==> src/rtl/truth_table_probe.sv <==
// truth_table_probe: applies all 16 input vectors to a 4-input circuit and reads back
// its truth table (vector 0 lands in the MSB), flagging samples that disagree.
module truth_table_probe #(
   parameter int SETTLE_CYCLES = 4
) (
   input  logic        clk,
   input  logic        rst_n,
   input  logic        start,
   input  logic [15:0] expected,
   output logic        tt_in1,
   output logic        tt_in2,
   output logic        tt_in3,
   output logic        tt_in4,
   input  logic        tt_out,
   output logic        busy,
   output logic        done,
   output logic [15:0] truth_table,
   output logic        match,
   output logic        unstable
);

   localparam int CW = $clog2(SETTLE_CYCLES + 1);
   localparam logic [CW-1:0] SETTLE_LAST = CW'(SETTLE_CYCLES - 1);
   localparam logic [2:0] IDLE     = 3'd0;
   localparam logic [2:0] SETTLE   = 3'd1;
   localparam logic [2:0] SAMPLE_A = 3'd2;
   localparam logic [2:0] SAMPLE_B = 3'd3;
   localparam logic [2:0] DONE     = 3'd4;

   generate
      if (SETTLE_CYCLES < 2 || SETTLE_CYCLES > 255) begin : g_range_check
         $error("SETTLE_CYCLES must lie in 2..255");
      end
   endgenerate

   logic [2:0]    state_q, state_d;
   logic [CW-1:0] cnt_q, cnt_d;
   logic [3:0]    idx_q, idx_d;
   logic [1:0]    sync_q, sync_d;
   logic          samp_a_q, samp_a_d;
   logic [15:0]   sr_q, sr_d;
   logic          unst_acc_q, unst_acc_d;
   logic [15:0]   exp_q, exp_d;
   logic [15:0]   tt_q, tt_d;
   logic          match_q, match_d;
   logic          unstable_q, unstable_d;
   logic          done_q, done_d;

   always_comb begin
      state_d    = state_q;
      cnt_d      = cnt_q;
      idx_d      = idx_q;
      sync_d     = {sync_q[0], tt_out};
      samp_a_d   = samp_a_q;
      sr_d       = sr_q;
      unst_acc_d = unst_acc_q;
      exp_d      = exp_q;
      tt_d       = tt_q;
      match_d    = match_q;
      unstable_d = unstable_q;
      done_d     = 1'b0;
      case (state_q)
         IDLE: begin
            if (start) begin
               state_d    = SETTLE;
               cnt_d      = '0;
               idx_d      = '0;
               sr_d       = '0;
               unst_acc_d = 1'b0;
               exp_d      = expected;
            end
         end
         SETTLE: begin
            if (cnt_q == SETTLE_LAST) state_d = SAMPLE_A;
            else cnt_d = cnt_q + 1'b1;
         end
         SAMPLE_A: begin
            samp_a_d = sync_q[1];
            state_d  = SAMPLE_B;
         end
         SAMPLE_B: begin
            sr_d       = {sr_q[14:0], sync_q[1]};
            unst_acc_d = unst_acc_q | (samp_a_q ^ sync_q[1]);
            cnt_d      = '0;
            // Results commit here so done and the new table appear on the same edge.
            if (idx_q == 4'hF) begin
               state_d    = DONE;
               tt_d       = sr_d;
               match_d    = (sr_d == exp_q);
               unstable_d = unst_acc_d;
               done_d     = 1'b1;
            end else begin
               idx_d   = idx_q + 4'd1;
               state_d = SETTLE;
            end
         end
         DONE:    state_d = IDLE;
         default: state_d = IDLE;
      endcase
   end

   always_ff @(posedge clk or negedge rst_n) begin
      if (!rst_n) begin
         state_q    <= IDLE;
         cnt_q      <= '0;
         idx_q      <= '0;
         sync_q     <= '0;
         samp_a_q   <= 1'b0;
         sr_q       <= '0;
         unst_acc_q <= 1'b0;
         exp_q      <= '0;
         tt_q       <= '0;
         match_q    <= 1'b0;
         unstable_q <= 1'b0;
         done_q     <= 1'b0;
      end else begin
         state_q    <= state_d;
         cnt_q      <= cnt_d;
         idx_q      <= idx_d;
         sync_q     <= sync_d;
         samp_a_q   <= samp_a_d;
         sr_q       <= sr_d;
         unst_acc_q <= unst_acc_d;
         exp_q      <= exp_d;
         tt_q       <= tt_d;
         match_q    <= match_d;
         unstable_q <= unstable_d;
         done_q     <= done_d;
      end
   end

   assign {tt_in1, tt_in2, tt_in3, tt_in4} = idx_q;
   assign busy        = (state_q == SETTLE) || (state_q == SAMPLE_A) || (state_q == SAMPLE_B);
   assign done        = done_q;
   assign truth_table = tt_q;
   assign match       = match_q;
   assign unstable    = unstable_q;

endmodule

==> config.mk <==
export PLATFORM = sky130hd
export DESIGN_NAME = truth_table_probe
export DESIGN_NICKNAME = d
export VERILOG_FILES = /design/src/rtl/truth_table_probe.sv
export SDC_FILE = /design/constraint.sdc
export NUM_CORES = 1
export LEC_CHECK = 0
export ABC_AREA = 1
export CORE_MARGIN = 2
export CORE_UTILIZATION = 55
export DETAILED_ROUTE_END_ITERATION = 10
export PLACE_DENSITY = 0.83
export SYNTH_ARGS = -nofsm -noshare
export SYNTH_HDL_FRONTEND = slang
export SYNTH_SLANG_ARGS = --single-unit
==> constraint.sdc <==
create_clock -name clk -period 2.4 [get_ports clk]
set_clock_uncertainty 0.2 [all_clocks]
set_input_delay 0.36 -clock clk [delete_from_list [all_inputs] [get_ports clk]]
set_output_delay 0.36 -clock clk [all_outputs]
set_load 0.005 [all_outputs]
# == After elaboration in Yosys (flattened, before gate mapping) ==
# Index checks and enable logic that the tools add are counted.
# totals
memories,0
inputBits,20
mem_bits_ro,0
out_inout_bits,24
latchBits,0
ram_bits,0
register_bits,64
wordCells,53
# op_classes
bitwise_logic,2
shifts,0
n_eq_ne,10
div,0
n_reduce_logical,11
mux,16
add_sub_neg,2
n_lt_le_gt_ge,0
multipliers,0
# op_table
operator,n
case mux 15 bit (2 select lines),1
equality test 16 bit,1
2-to-1 mux 15 bit,1
2-to-1 mux 3 bit,5
case mux 3 bit (4 select lines),1
"equality test 3 x 2 -> 1 bit, second input constant",3
case mux 3 bit (3 select lines),1
2-to-1 mux 4 bit,2
"!= test 2 bit, second input constant",4
case mux 4 bit (2 select lines),1
AND reduction 2 bit,4
AND reduction 3 bit,2
"adder 4 x 1 -> 4 bit, second input constant",1
"equality test 4 bit, second input constant",1
"adder 3 x 1 -> 3 bit, second input constant",1
"equality test 3 x 1 -> 1 bit, second input constant",1
zero test 3 bit,1
2-to-1 mux 1 bit,3
nonzero test 3 bit,1
logical OR 1 bit,2
case mux 1 bit (2 select lines),1
nonzero test 2 bit,1
bitwise OR 1 bit,1
XOR 1 bit,1

# == Depth between registers and ports, before layout ==
# Gate-level depths: netlist of the first run.
# logic_depth
ltp_word,3
depth_mapped,8
mapped_depth_nobuf,8

# == Least setup slack after synthesis of the first run ==
# No wires, ideal clock.
# synth_timing
path_kind,reg2reg
start,register idx_q[0]
end,register tt_q[6] (netlist: truth_table[6])
setup_ns,0.118
setup_slack_ns,0.807
path_stages_with_launch,8
t_required_ns,2.082
n_path_buf,1
arrival_ns,1.275
synth_period_minus_slack_ns,1.593
cell_sequence,dfrtp_1 ha_1 nand3_1 nor2_4 inv_2 buf_6 nand2_1 o21ai_2
# synth_via
elab_chain_len,2
# synth_lines
element,line,source
start: declaration,38,"logic [3:0] idx_q, idx_d;"
start signal: assignment,119,idx_q <= idx_d;
equality test 4 bit,86,if (idx_q == 4'hF) begin
AND reduction 2 bit (no line),-,
end signal: assignment,125,tt_q <= tt_d;
end: declaration,44,"logic [15:0] tt_q, tt_d;"
# Every way passes these cells.
# A chain may end at the register's enable or synchronous reset.

# == Final worst setup path of the first run ==
# layout_timing
start,register state_q[0]
end,output busy
# layout_via
elab_chain_len,3
elab_cells_between_ends,5
cone_classes,eq/ne: 3; reduce/logical: 2
# layout_lines
element,line,source
start: declaration,36,"logic [2:0] state_q, state_d;"
start signal: assignment,117,state_q <= state_d;
equality test 3 x 1 -> 1 bit or equality test 3 x 2 -> 1 bit (tied branches),133,assign busy = (state_q == SETTLE) || (state_q == SAMPLE_A) || (state_q == SAMPLE_B);
logical OR 1 bit,133,
logical OR 1 bit *,133,
end: declaration,15,"output logic busy,"
# Every way passes the cells marked *; elsewhere a longest branch is shown, timed or not.

==> results of run 1 <==
[power by group]
group | leakage, nW | total, mW | internal [mW] | switching, mW
Combinational | 0.869 | 1.44 | 0.633 | 0.804
Sequential | 0.744 | 1.70 | 1.45 | 0.254
Clock | 0.0882 | 0.806 | 0.421 | 0.385
[area by class of cell]
| class | count | area (um2) | share of cell area (%) |
|---|---|---|---|
| multi-input combinational | 191 | 1020 | 28.9 |
| tap | 70 | 87.6 | 2.49 |
| sequential | 64 | 1600 | 45.6 |
| clock buffer | 12 | 155 | 4.41 |
| inverter | 39 | 146 | 4.16 |
| clock inverter | 3 | 17.5 | 0.498 |
| timing repair buffer | 48 | 490 | 13.9 |
[layout by cell type, fill, tap and decap left out, types with 3 or more instances in the layout]
| cell | netlist | final |
|---|---|---|
| a21oi_1 | 12 | 12 |
| clkbuf_8 | 0 | 11 |
| clkdlybuf4s50_1 | 0 | 42 |
| dfrtp_1 | 64 | 62 |
| ha_1 | 3 | 3 |
| inv_1 | 37 | 36 |
| inv_2 | 2 | 3 |
| nand2_1 | 83 | 83 |
| nand2_4 | 3 | 3 |
| nand3_1 | 11 | 11 |
| nor2_1 | 24 | 23 |
| o21ai_0 | 6 | 6 |
| o21ai_2 | 16 | 16 |
| o22ai_1 | 16 | 16 |
| xnor2_1 | 6 | 6 |
[worst max-delay path by stage]
stage | from | endpoint
2_1_floorplan | idx_q[0] | truth_table[6]
3_3_place_gp | state_q[0] | busy
3_5_place_dp | state_q[0] | busy
4_1_cts | state_q[0] | busy
5_1_grt | state_q[0] | busy
6_report | state_q[0] | busy
[registers in the layout, indices dropped and copies added (netlist names)]
name,flops
exp_q,16
sync_q,2
samp_a_q,1
unst_acc_q,1
truth_table,16
match,1
sr_q,15
cnt_q,3
idx_q,4
done,1
state_q,3
unstable,1
[cell families after synthesis]
logic type | Yosys count
AND/OR/NAND/NOR | 126
flip-flops | 64
AO/OA/AOI/OAI | 55
buffers and inverters | 48
XOR/XNOR | 6
adder cells (fa/ha/maj) | 3
multiplexers | 1
[synthesized netlist by cell type (2+ instances only)]
cell | number | area share (%)
a21oi_1 | 12 | 2.1
nor2_1 | 24 | 3.2
o22ai_1 | 16 | 3.5
ha_1 | 3 | 1.3
nand4_1 | 2 | 0.44
nand3_1 | 11 | 1.9
inv_1 | 37 | 4.9
nand2_1 | 83 | 11
o21ai_0 | 6 | 1.1
nand2_4 | 3 | 1.2
clkbuf_1 | 2 | 0.26
inv_2 | 2 | 0.26
xnor2_1 | 6 | 1.8
o21ai_2 | 16 | 4.9
buf_6 | 5 | 2.0
dfrtp_1 | 64 | 56
[stage by stage]
step | TNS [ns] | total power, mW | util (%) | cell area, um2 | hold slack (ns)
after CTS | 0 | 3.97 | 69.7 | 3510 | 0.160
after global routing | -0.0135 | 4.28 | 69.8 | 3520 | 0.182
after floorplan | 0 | 2.71 | - | 2850 | -0.136
after detailed placement | 0 | 3.15 | 66.1 | 3330 | 0.145
final | 0 | 3.95 | 69.8 | 3520 | 0.156
after global placement | 0 | 3.07 | 66.1 | 3330 | 0.138
[worst max-delay path, delay by kind of cell, from the launching register on]
| family | cells | cell delay, ns |
|---|---|---|
| buf+inv | 2 | 0.55 |
| flops | 1 | 0.46 |
| simple gates | 4 | 0.37 |
[per-layer routing]
layer  wire length [um]  up-vias
li1                   -     1073
met1               2360     1007
met2               2660       43
met3                211       13
met4                110        0
met5                  0        -
[timing repair]
action	4_1_cts	5_1_grt
resized for setup	0	4
endpoints found under the setup margin	0	1
endpoints found under the hold margin	64	0
hold buffers	1	0
==> results.cfg, run 1 <==
[status]
outcome = completed

[synthesis]
synth-xor-area-share_pct = 1.85
synthMuxAreaShare_pct = 0.352
post_synth_fa_ha_maj_area_fraction_pct = 1.32
synth_cell_types = 27
ys_ff_latch = 64
synthFlopType = dfrtp_1
synth_cells = 303
yosys.area_share.simple_pct = 19.3
yosys_warnings = 0
synth_edf_count = 0
syn-cell-area_mm2 = 0.00285
yosysSeqAreaShare_pct = 56.3
synth_top_family_by_area = simple AND/OR/NAND/NOR gates
postSynth.asyncResetShare_pct = 100
synth_compound_area_share_pct = 12.9
syn_area_per_cell_um2 = 9.39
syn_nets = 326

[global_routing]
grt_max_degree = 65
overflow = 0
antenna_found_initial = 0
grt_pass1_wl_um = 9560
grt_use_met1_pct = 25.7
busiest_layer = met2
first_global_vias = 2120
track_usage_pct = 21.0
grt_use_met2_pct = 35.3
use_met3_pct = 5.83

[place]
dp_cells = 411
place_congestion = 0.793
dp_hpwl_um = 3720
port_buffers = 43
preCtsSetupSlack_ns = 0.438

[floorplan]
pin_count = 44
rows = 26
die-area_mm2 = 0.00577
core_area_mm2 = 0.00504
die_w_um = 75.9
initial_utilization_pct = 56.5
die_h_um = 75.9

[detailed_routing]
routed_via_density = 5.00
routed_wl_um = 5340
vias = 2136
drt-wirelength-per-cell_um = 12.5
drtIter0Drc = 164
dr.pass1.iters = 4
drc = 0
postRouteAntennaNets = 0

[cells_and_area]
final_cells = 427
antennaDiodeCount = 0
fill_cells = 391
final_layout_size_suffix_gt1_share_pct = 13.4
final_nets = 376
area_growth_syn_to_layout_pct = 23.6

[clock_tree]
clk_pin_slew_ns = 0.06
cts_tree = done
cts_root_buffer = clkbuf_8
clkLatencyLatePin_ns = 0.34
numClockSinks = 64
cts_buffer_depth = 2
post_cts_buffers = 0
cts_max_level = 3
cts_made_buffers = 9

[worst_setup_path]
critPathArrivalTime_ns = 1.72
startpoint_type = flip-flop
r2r_start = idx_q[0]
worst_path_most_repeated_cell = nand2_1
max_stage_delay_ns = 0.50
crit_fanout = 5
required_ns = 1.84
ff2ff_path_depth = 7
r2r-end = truth_table[4]
worstSetupEndpointType = primary output
cp_cell_sequence = nor2_2 > nand2_1 > nand2_1 > inv_1 > nand2_1 > clkdlybuf4s50_1
critPathKind = reg2out
r2r_slack_ns = 0.49
slowest_stage = clkdlybuf4s50_1

[sta]
setup_ws_ns = 0.120
layout_min_cycle_time_ns = 2.28
maxSlewViolCount = 0
slew_headroom_pct = 74.2
worst_pin_slew_ns = 0.387
fin_crit_sh_pct = 95.0
hold_viol = 0
finalSetupViolations = 0
max_freq_mhz = 439

[pwr]
power.static_leakage_nw = 1.70
p_per_area_mw_per_mm2 = 1120
peakVddDrop_mv = 0.822

[min_path]
min_delay_path_depth = 0
hp-start = sync_q[0]
whs_endpoint = sync_q[1]
min_path_type = reg2reg

[job]
drv_cap = 0
Power figures use the tool's default switching activity.
==> run 2, diff against run 1 <==
- TNS_END_PERCENT: default -> 10
==> results of run 2 <==
The final DEF is identical to that of run 1; final timing and power are the same.
==> run 3, diff against run 2 <==
- SLEW_MARGIN: default -> 40
==> results of run 3 <==
The final DEF is identical to that of run 1; final timing and power are the same.
